File: config.mk
export PLATFORM = sky130hd
export DESIGN_NAME = fir_decim_out
export DESIGN_NICKNAME = d
export VERILOG_FILES = /design/src/rtl/fir_decim_out.sv
export SDC_FILE = /design/constraint.sdc
export NUM_CORES = 1
export LEC_CHECK = 0
export ABC_AREA = 1
export CORE_MARGIN = 1
export CORE_UTILIZATION = 40
export CTS_CLUSTER_DIAMETER = 80
export CTS_CLUSTER_SIZE = 20
export DETAILED_ROUTE_END_ITERATION = 16
export GPL_TIMING_DRIVEN = 0
export PLACE_DENSITY = 0.63
export SLEW_MARGIN = 10
export SYNTH_ARGS = -nofsm -noshare
export SYNTH_HDL_FRONTEND = slang
export SYNTH_SLANG_ARGS = --single-unit
File: constraint.sdc
create_clock -name clk -period 4.5 [get_ports clk]
set_input_delay 0.9 -clock clk [delete_from_list [all_inputs] [get_ports clk]]
set_output_delay 0.9 -clock clk [all_outputs]
set_load 0.05 [all_outputs]
File: src/rtl/fir_decim_out.sv
// Decimating output stage for the FIR: accumulate-and-dump over DECIM samples,
// round/scale/saturate to OUT_W, and buffer results in a small valid/ready FIFO.
module fir_decim_out #(
  parameter int IN_W       = 16,
  parameter int OUT_W      = 8,
  parameter int DECIM      = 4,
  parameter int SHIFT      = 2,
  parameter int FIFO_DEPTH = 4
) (
  input  logic                            clk,
  input  logic                            rst,
  input  logic                            clear,
  input  logic                            in_valid,
  input  logic signed [IN_W-1:0]          in_data,
  output logic                            out_valid,
  input  logic                            out_ready,
  output logic signed [OUT_W-1:0]         out_data,
  output logic [$clog2(FIFO_DEPTH):0]     fifo_level,
  output logic                            sat_flag,
  output logic                            overflow
);
  localparam int AW = IN_W + $clog2(DECIM);
  localparam int PW = $clog2(DECIM);
  localparam int LW = $clog2(FIFO_DEPTH);

  localparam logic signed [AW:0]      HALF = (AW+1)'(1) << (SHIFT-1);
  localparam logic signed [OUT_W-1:0] OMAX = {1'b0, {(OUT_W-1){1'b1}}};
  localparam logic signed [OUT_W-1:0] OMIN = {1'b1, {(OUT_W-1){1'b0}}};
  localparam logic signed [AW:0]      RMAX = {{(AW+1-OUT_W){1'b0}}, OMAX};
  localparam logic signed [AW:0]      RMIN = {{(AW+1-OUT_W){1'b1}}, OMIN};

  logic [PW-1:0]             phase_q, phase_d;
  logic signed [AW-1:0]      acc_q, acc_d;
  logic signed [OUT_W-1:0]   mem_q [FIFO_DEPTH];
  logic [LW-1:0]             wr_q, wr_d, rd_q, rd_d;
  logic [LW:0]               cnt_q, cnt_d;
  logic signed [OUT_W-1:0]   dout_q, dout_d;
  logic                      sat_q, sat_d, ovf_q, ovf_d;

  logic signed [AW-1:0]      sum;
  logic signed [AW:0]        rnd, r;
  logic signed [OUT_W-1:0]   res;
  logic                      push, pop, full, wr_en, sat_hi, sat_lo;

  // One extra bit on the rounding path so adding HALF can never wrap.
  assign sum    = acc_q + {{(AW-IN_W){in_data[IN_W-1]}}, in_data};
  assign rnd    = {sum[AW-1], sum} + HALF;
  assign r      = rnd >>> SHIFT;
  assign sat_hi = (r > RMAX);
  assign sat_lo = (r < RMIN);
  assign res    = sat_hi ? OMAX : (sat_lo ? OMIN : $signed(r[OUT_W-1:0]));

  assign push  = in_valid && (phase_q == PW'(DECIM-1));
  assign full  = (cnt_q == (LW+1)'(FIFO_DEPTH));
  assign pop   = (cnt_q != '0) && out_ready;
  assign wr_en = push && (!full || pop);

  always_comb begin
    phase_d = phase_q;
    acc_d   = acc_q;
    wr_d    = wr_q;
    rd_d    = rd_q;
    cnt_d   = cnt_q + (LW+1)'(wr_en) - (LW+1)'(pop);
    dout_d  = dout_q;
    sat_d   = sat_q;
    ovf_d   = ovf_q;
    if (in_valid) begin
      if (push) begin
        phase_d = '0;
        acc_d   = '0;
        sat_d   = sat_q | sat_hi | sat_lo;
        ovf_d   = ovf_q | (full && !pop);
      end else begin
        phase_d = phase_q + PW'(1);
        acc_d   = sum;
      end
    end
    if (wr_en) wr_d = wr_q + LW'(1);
    if (pop)   rd_d = rd_q + LW'(1);
    // The head register follows the next live entry; when empty it keeps its last value.
    if (pop) begin
      if (cnt_q > (LW+1)'(1)) dout_d = mem_q[rd_q + LW'(1)];
      else if (wr_en)         dout_d = res;
    end else if ((cnt_q == '0) && wr_en) begin
      dout_d = res;
    end
  end

  always_ff @(posedge clk or posedge rst) begin
    if (rst) begin
      phase_q <= '0;
      acc_q   <= '0;
      wr_q    <= '0;
      rd_q    <= '0;
      cnt_q   <= '0;
      dout_q  <= '0;
      sat_q   <= 1'b0;
      ovf_q   <= 1'b0;
      for (int i = 0; i < FIFO_DEPTH; i++) mem_q[i] <= '0;
    end else if (clear) begin
      phase_q <= '0;
      acc_q   <= '0;
      wr_q    <= '0;
      rd_q    <= '0;
      cnt_q   <= '0;
      dout_q  <= '0;
      sat_q   <= 1'b0;
      ovf_q   <= 1'b0;
    end else begin
      phase_q <= phase_d;
      acc_q   <= acc_d;
      wr_q    <= wr_d;
      rd_q    <= rd_d;
      cnt_q   <= cnt_d;
      dout_q  <= dout_d;
      sat_q   <= sat_d;
      ovf_q   <= ovf_d;
      if (wr_en) mem_q[wr_q] <= res;
    end
  end

  assign out_valid  = (cnt_q != '0);
  assign out_data   = dout_q;
  assign fifo_level = cnt_q;
  assign sat_flag   = sat_q;
  assign overflow   = ovf_q;
endmodule

==> results of run 1 <==
==> Yosys cell counts (10+ instances only) <==
cell type / instances / area share
a21oi_1: 19 / 0.019
nand2_1: 260 / 0.19
inv_1: 114 / 0.085
o21ai_0: 39 / 0.039
clkbuf_1: 10 / 0.0074
dfrtp_1: 69 / 0.34
o21ai_1: 11 / 0.011
nor2_1: 47 / 0.035
ha_1: 27 / 0.067
inv_2: 12 / 0.0089
nand3_1: 77 / 0.076
==> worst max path at each step <==
stage / endpoint / slack [ns]
2_1_floorplan: mem_q[0] / 1.16
3_3_place_gp: out_data[6] / 0.11
3_5_place_dp: out_data[6] / 0.05
4_1_cts: mem_q[9] / 0.38
5_1_grt: mem_q[22] / 0.04
6_report: out_data[6] / 0.39
==> repair_timing <==
action,CTS,global route
hold buffers,0,0
resized for setup,0,1
setup endpoints to repair,0,1
setup buffers,0,0
==> through the flow <==
stage          instance area (sq um)  hold slack [ns]
4_1_cts                         5920            0.481
3_3_place_gp                    5600            0.463
6_report                        5930            0.479
2_1_floorplan                   5050            0.448
3_5_place_dp                    5630            0.465
5_1_grt                         5930            0.497
==> layout make-up <==
type | count | area share
flip-flops and latches | 69 | 0.291
clock inverters | 6 | 0.0110
multi-input cells | 551 | 0.473
clock buffers | 9 | 0.0380
repair buffers | 35 | 0.0621
well taps | 168 | 0.0355
inverters | 127 | 0.0809
plain buffers | 11 | 0.00823
==> logic make-up (layout without fill, tap and decap cells) <==
group,after synthesis,count (layout),synth area share
AOI/OAI and AO/OA,91,91,0.102
and+or+nand+nor,424,424,0.366
xor gates and xnor gates,7,7,0.0121
DFF,69,69,0.342
buffers and inverters,138,188,0.104
adders and majority gates,29,29,0.0748
==> state kept, by name (all words and copies together) (netlist names) <==
name,count
rd_q,2
phase_q,2
mem_q,32
fifo_level,3
out_data,8
overflow,1
acc_q,18
wr_q,2
sat_flag,1
==> power breakdown <==
part           internal, mW  switching, mW
clock network         0.425          0.267
logic                 0.372          0.829
registers             0.712         0.0603
total                  1.51           1.16
==> critical path: cells and delay by family <==
| kind | cells | cell delay, ns |
|---|---|---|
| buffers and inverters | 5 | 0.95 |
| adder cells (fa/ha/maj) | 2 | 0.62 |
| AND/OR/NAND/NOR | 18 | 1.84 |
==> metal layers <==
layer / wire, um / track usage / share of wire
met5: 0 / 0 / 0
met4: 174 / 0.0554 / 0.013
met3: 527 / 0.0355 / 0.041
met2: 6000 / 0.341 / 0.46
met1: 6280 / 0.291 / 0.48
==> run metrics, run 1 <==
number of global-route vias before repair between 4000 and 5000; Post-Syn Area just over 0.005 sq mm; min Tclk post-route around 4 ns; register area 0.00173 sq mm; max-cap viol count 0; post-DR wirelength/cell about 13 um; Critical Path End Type register; Worst-path clk slew ~0.06 ns; Chip Width around 110 um; reg2reg end out_data[6]; number of synthesized flops with an enable pin 0; Setup CP Type in -> reg; crit start category input pin; area occupied by multi-input gates 0.00280 sq mm; DPL Wire Length 10300 um; hold depth 2; post-synthesis sequential area ratio 0.342; Initial Util 0.415; Final Wtd Congestion 0.893; Arr. time, crit path approximately 4.3 ns; Pleak 3.17 nW; post-layout util 0.487; Die Y 114 um; maximum number of pins on one net before global-route repair 50; critical path's largest stage delay 0.49 ns; Total Wirelength 13000 um; Setup TNS 0 ns; final setup fails 0; top fanout value on the critical path 10; Power Total 2.67 mW; Crit. Startpoint in_data[0]; # DRC 0; via count slightly below 5000; Yosys warnings 0; worst r2r src acc_q[0]; RSZ-0062 raised after global routing no; class of the worst hold path reg -> reg; clock root buffer master clkbuf_16; Setup Slack @ Placement 0.0465 ns; Seq cells post-synth 69; Main synth FF type dfrtp_1; Worst Clk Skew 0.00419 ns; share of layout cells above drive strength 1 0.0730; cells after synthesis 758; Num CTS Buffers 9; status finished, final reports clean; asr flop ratio synth 1.00; first-pass GRT wire length 21700 um; clk_lat worst skew 0.33 ns; most frequent cells in the layout 260 x nand2_1, 113 x inv_1, 77 x nand3_1; vias per inst 4.96; antenna viol nets, final 0; Max transition margin 0.600; Yosys cell types 36; Worst VDD drop 0.000166 V; data required time of the critical path 4.72 ns; measured slew at the worst slew-check pin 0.598 ns; IO buf count 34; # clock sinks 69; H-tree depth 3; net count after synthesis approximately 810; final period utilization 0.913; Max Clk Rate 243 MHz; CTS max path bufs 2; Final Hold Vio Count 0; final worst slack 0.391 ns; Most common cell on crit path nand2_1; CORE AREA 0.0122 sq mm; fillers 1233; power density over the cells 450 mW/mm^2; GRT overflow 0; Finished Layout Cells 976; Slowest cell on crit path clkdlybuf4s50_1; r2r worst-path depth 24; Final #Nets 854; row count 40; Worst Hold End out_data[7]; Worst Min Path Start out_data[7]; Antenna Cells 0; Layout area overhead 17.3%; Placed Instances about 960; Die ar. 0.0131 sq mm; Final Max Slew Viols 0; commonest non-fill, non-tap cell in the layout nand2_1; CTS tree built; initial antenna violation count 0; 1st-pass router iterations 5; Synth Area per Inst 6.67 sq um; R2R setup slack 1.10 ns; initial DRC count 380; Top Ports 35; GR Util All Layers 0.211
(Power assumes the default switching activity.)
==> run 2, diff against run 1 <==
--- a/config.mk
+++ b/config.mk
@@ -6,13 +6,15 @@
 export NUM_CORES = 1
 export LEC_CHECK = 0
 export ABC_AREA = 1
+export CELL_PAD_IN_SITES_DETAIL_PLACEMENT = 1
+export CELL_PAD_IN_SITES_GLOBAL_PLACEMENT = 1
 export CORE_MARGIN = 1
 export CORE_UTILIZATION = 40
 export CTS_CLUSTER_DIAMETER = 80
 export CTS_CLUSTER_SIZE = 20
 export DETAILED_ROUTE_END_ITERATION = 16
 export GPL_TIMING_DRIVEN = 0
-export PLACE_DENSITY = 0.63
+export PLACE_DENSITY = 0.81
 export SLEW_MARGIN = 10
 export SYNTH_ARGS = -nofsm -noshare
 export SYNTH_HDL_FRONTEND = slang
==> run metrics, run 2 (synthesized netlist as in run 1, its figures left out) <==
data required time of the critical path 4.74 ns; class of the worst hold path reg -> reg; Final Wtd Congestion 0.928; critical path's largest stage delay 0.48 ns; commonest non-fill, non-tap cell in the layout nand2_1; worst r2r src acc_q[0]; Chip Width 114 um; crit start category input pin; max-cap viol count 0; number of global-route vias before repair 5379; max reg flops 32; clock root buffer master clkbuf_16; RSZ-0062 raised after global routing no; Worst Min Path Start out_data[1]; min Tclk post-route 4.16 ns; Die ar. 0.0131 sq mm; Final Hold Vio Count 0; Min Hold Slack 0.479 ns; Num CTS Buffers 9; row count 40; Post-CTS Setup Repair Bufs 0; Critical Path End Type register; r2r worst-path depth 24; Post-DP Area between 0.005 and 0.006 sq mm; Total Wirelength between 15000 and 20000 um; R2R setup slack just over 1 ns; Setup CP Type in -> reg; most frequent cells in the layout 259 x nand2_1, 112 x inv_1, 77 x nand3_1; Die Y 114 um; final period utilization 0.925; Final #Nets 854; 1st-pass router iterations 4; Placed Instances ~960; GR Util All Layers 0.250; CTS tree built; power density over the cells 459 mW/mm^2; H-tree depth 3; share of layout cells above drive strength 1 0.0754; CTS max path bufs 2; CORE AREA 0.0122 sq mm; DPL Wire Length 12200 um; # clock sinks 69; GRT overflow 0; maximum number of pins on one net before global-route repair 40; Arr. time, crit path 4.40 ns; Slowest cell on crit path clkdlybuf4s50_1; antenna viol nets, final 0; measured slew at the worst slew-check pin 0.603 ns; initial DRC count 279; Antenna Cells 0; final setup fails 0; Biggest register mem_q; Layout area overhead 17.5%; Top Ports 35; Final Max Slew Viols 0; Most common cell on crit path nand2_1; IO buf count 34; Resized Gates After CTS 0; Post-CTS Hold Fix Bufs 0; clk_lat worst skew 0.33 ns; first-pass GRT wire length between 20000 and 30000 um; reg2reg end mem_q[13]; Finished Layout Cells 977; Worst-path clk slew 0.06 ns; Worst VDD drop roughly 0.00026 V; Initial Util 0.415; # DRC 0; Max transition margin 0.598; top fanout value on the critical path 8; status finished, final reports clean; initial antenna violation count 0; Max Clk Rate 240 MHz; Critical Path Sink mem_q[13]; Crit. Startpoint in_data[0]; post-DR wirelength/cell 15.4 um; Worst Clk Skew 0.00728 ns; Pleak 3.17 nW; fillers 1631; via count 5051; post-route cell area 0.00594 sq mm; vias per inst about 5.2
-- run 2: changes by cell type in the layout (fill, tap and decap cells not counted), sizes merged --
cell | previous run | this run
clkinv | 5 | 3
inv | 126 | 128
clkinvlp | 1 | 2
-- run 2: final cells by class --
type                       instances  area, sq um  area share
buffer                            11         48.8     0.00822
clock buffer                       9          225      0.0379
clock inverter                     7         72.6      0.0122
inverter                         127          479      0.0807
multi-input combinational        551         2810       0.474
sequential                        69         1730       0.291
tap                              168          210      0.0354
timing repair buffer              35          360      0.0607
-- run 2: how the worst min path moves through the flow --
stage,depth (start not counted),endpoint
final,2,out_data[1]
after global placement,2,out_data[5]
after floorplan,2,mem_q[31]
after detailed placement,2,out_data[3]
after global routing,2,out_data[5]
after CTS,2,out_data[3]
-- run 2: report_power, final --
part	switching, mW	internal, mW
Clock	0.280	0.431
Combinational	0.866	0.375
Sequential	0.0607	0.712
-- run 2: critical path, delay by kind of cell --
| kind | cells | cell delay (ns) |
|---|---|---|
| AO/OA/AOI/OAI | 1 | 0.09 |
| AND/OR/NAND/NOR | 18 | 1.99 |
| adder cells (fa/ha/maj) | 2 | 0.64 |
| buffers and inverters | 4 | 0.77 |
-- run 2: routing by layer --
layer | routed length, um | part of all wire | vias to the layer above | track usage
met3 | 496 | 0.033 | 14 | 0.0376
met5 | 0 | 0 | - | 0
met2 | 7120 | 0.47 | 81 | 0.422
li1 | - | - | 2502 | -
met1 | 7300 | 0.48 | 2454 | 0.339
met4 | 157 | 0.010 | 0 | 0.0563
-- run 2: per-stage QoR --
stage	TNS (ns)	total power, mW	setup slack (ns)	util
floorplan	0	1.64	1.16	-
global placement	0	1.96	0.160	0.461
detailed placement	-0.168	2.01	-0.0395	0.463
CTS	0	2.74	0.262	0.487
global route	0	2.92	0.0414	0.488
finish	0	2.72	0.336	0.488
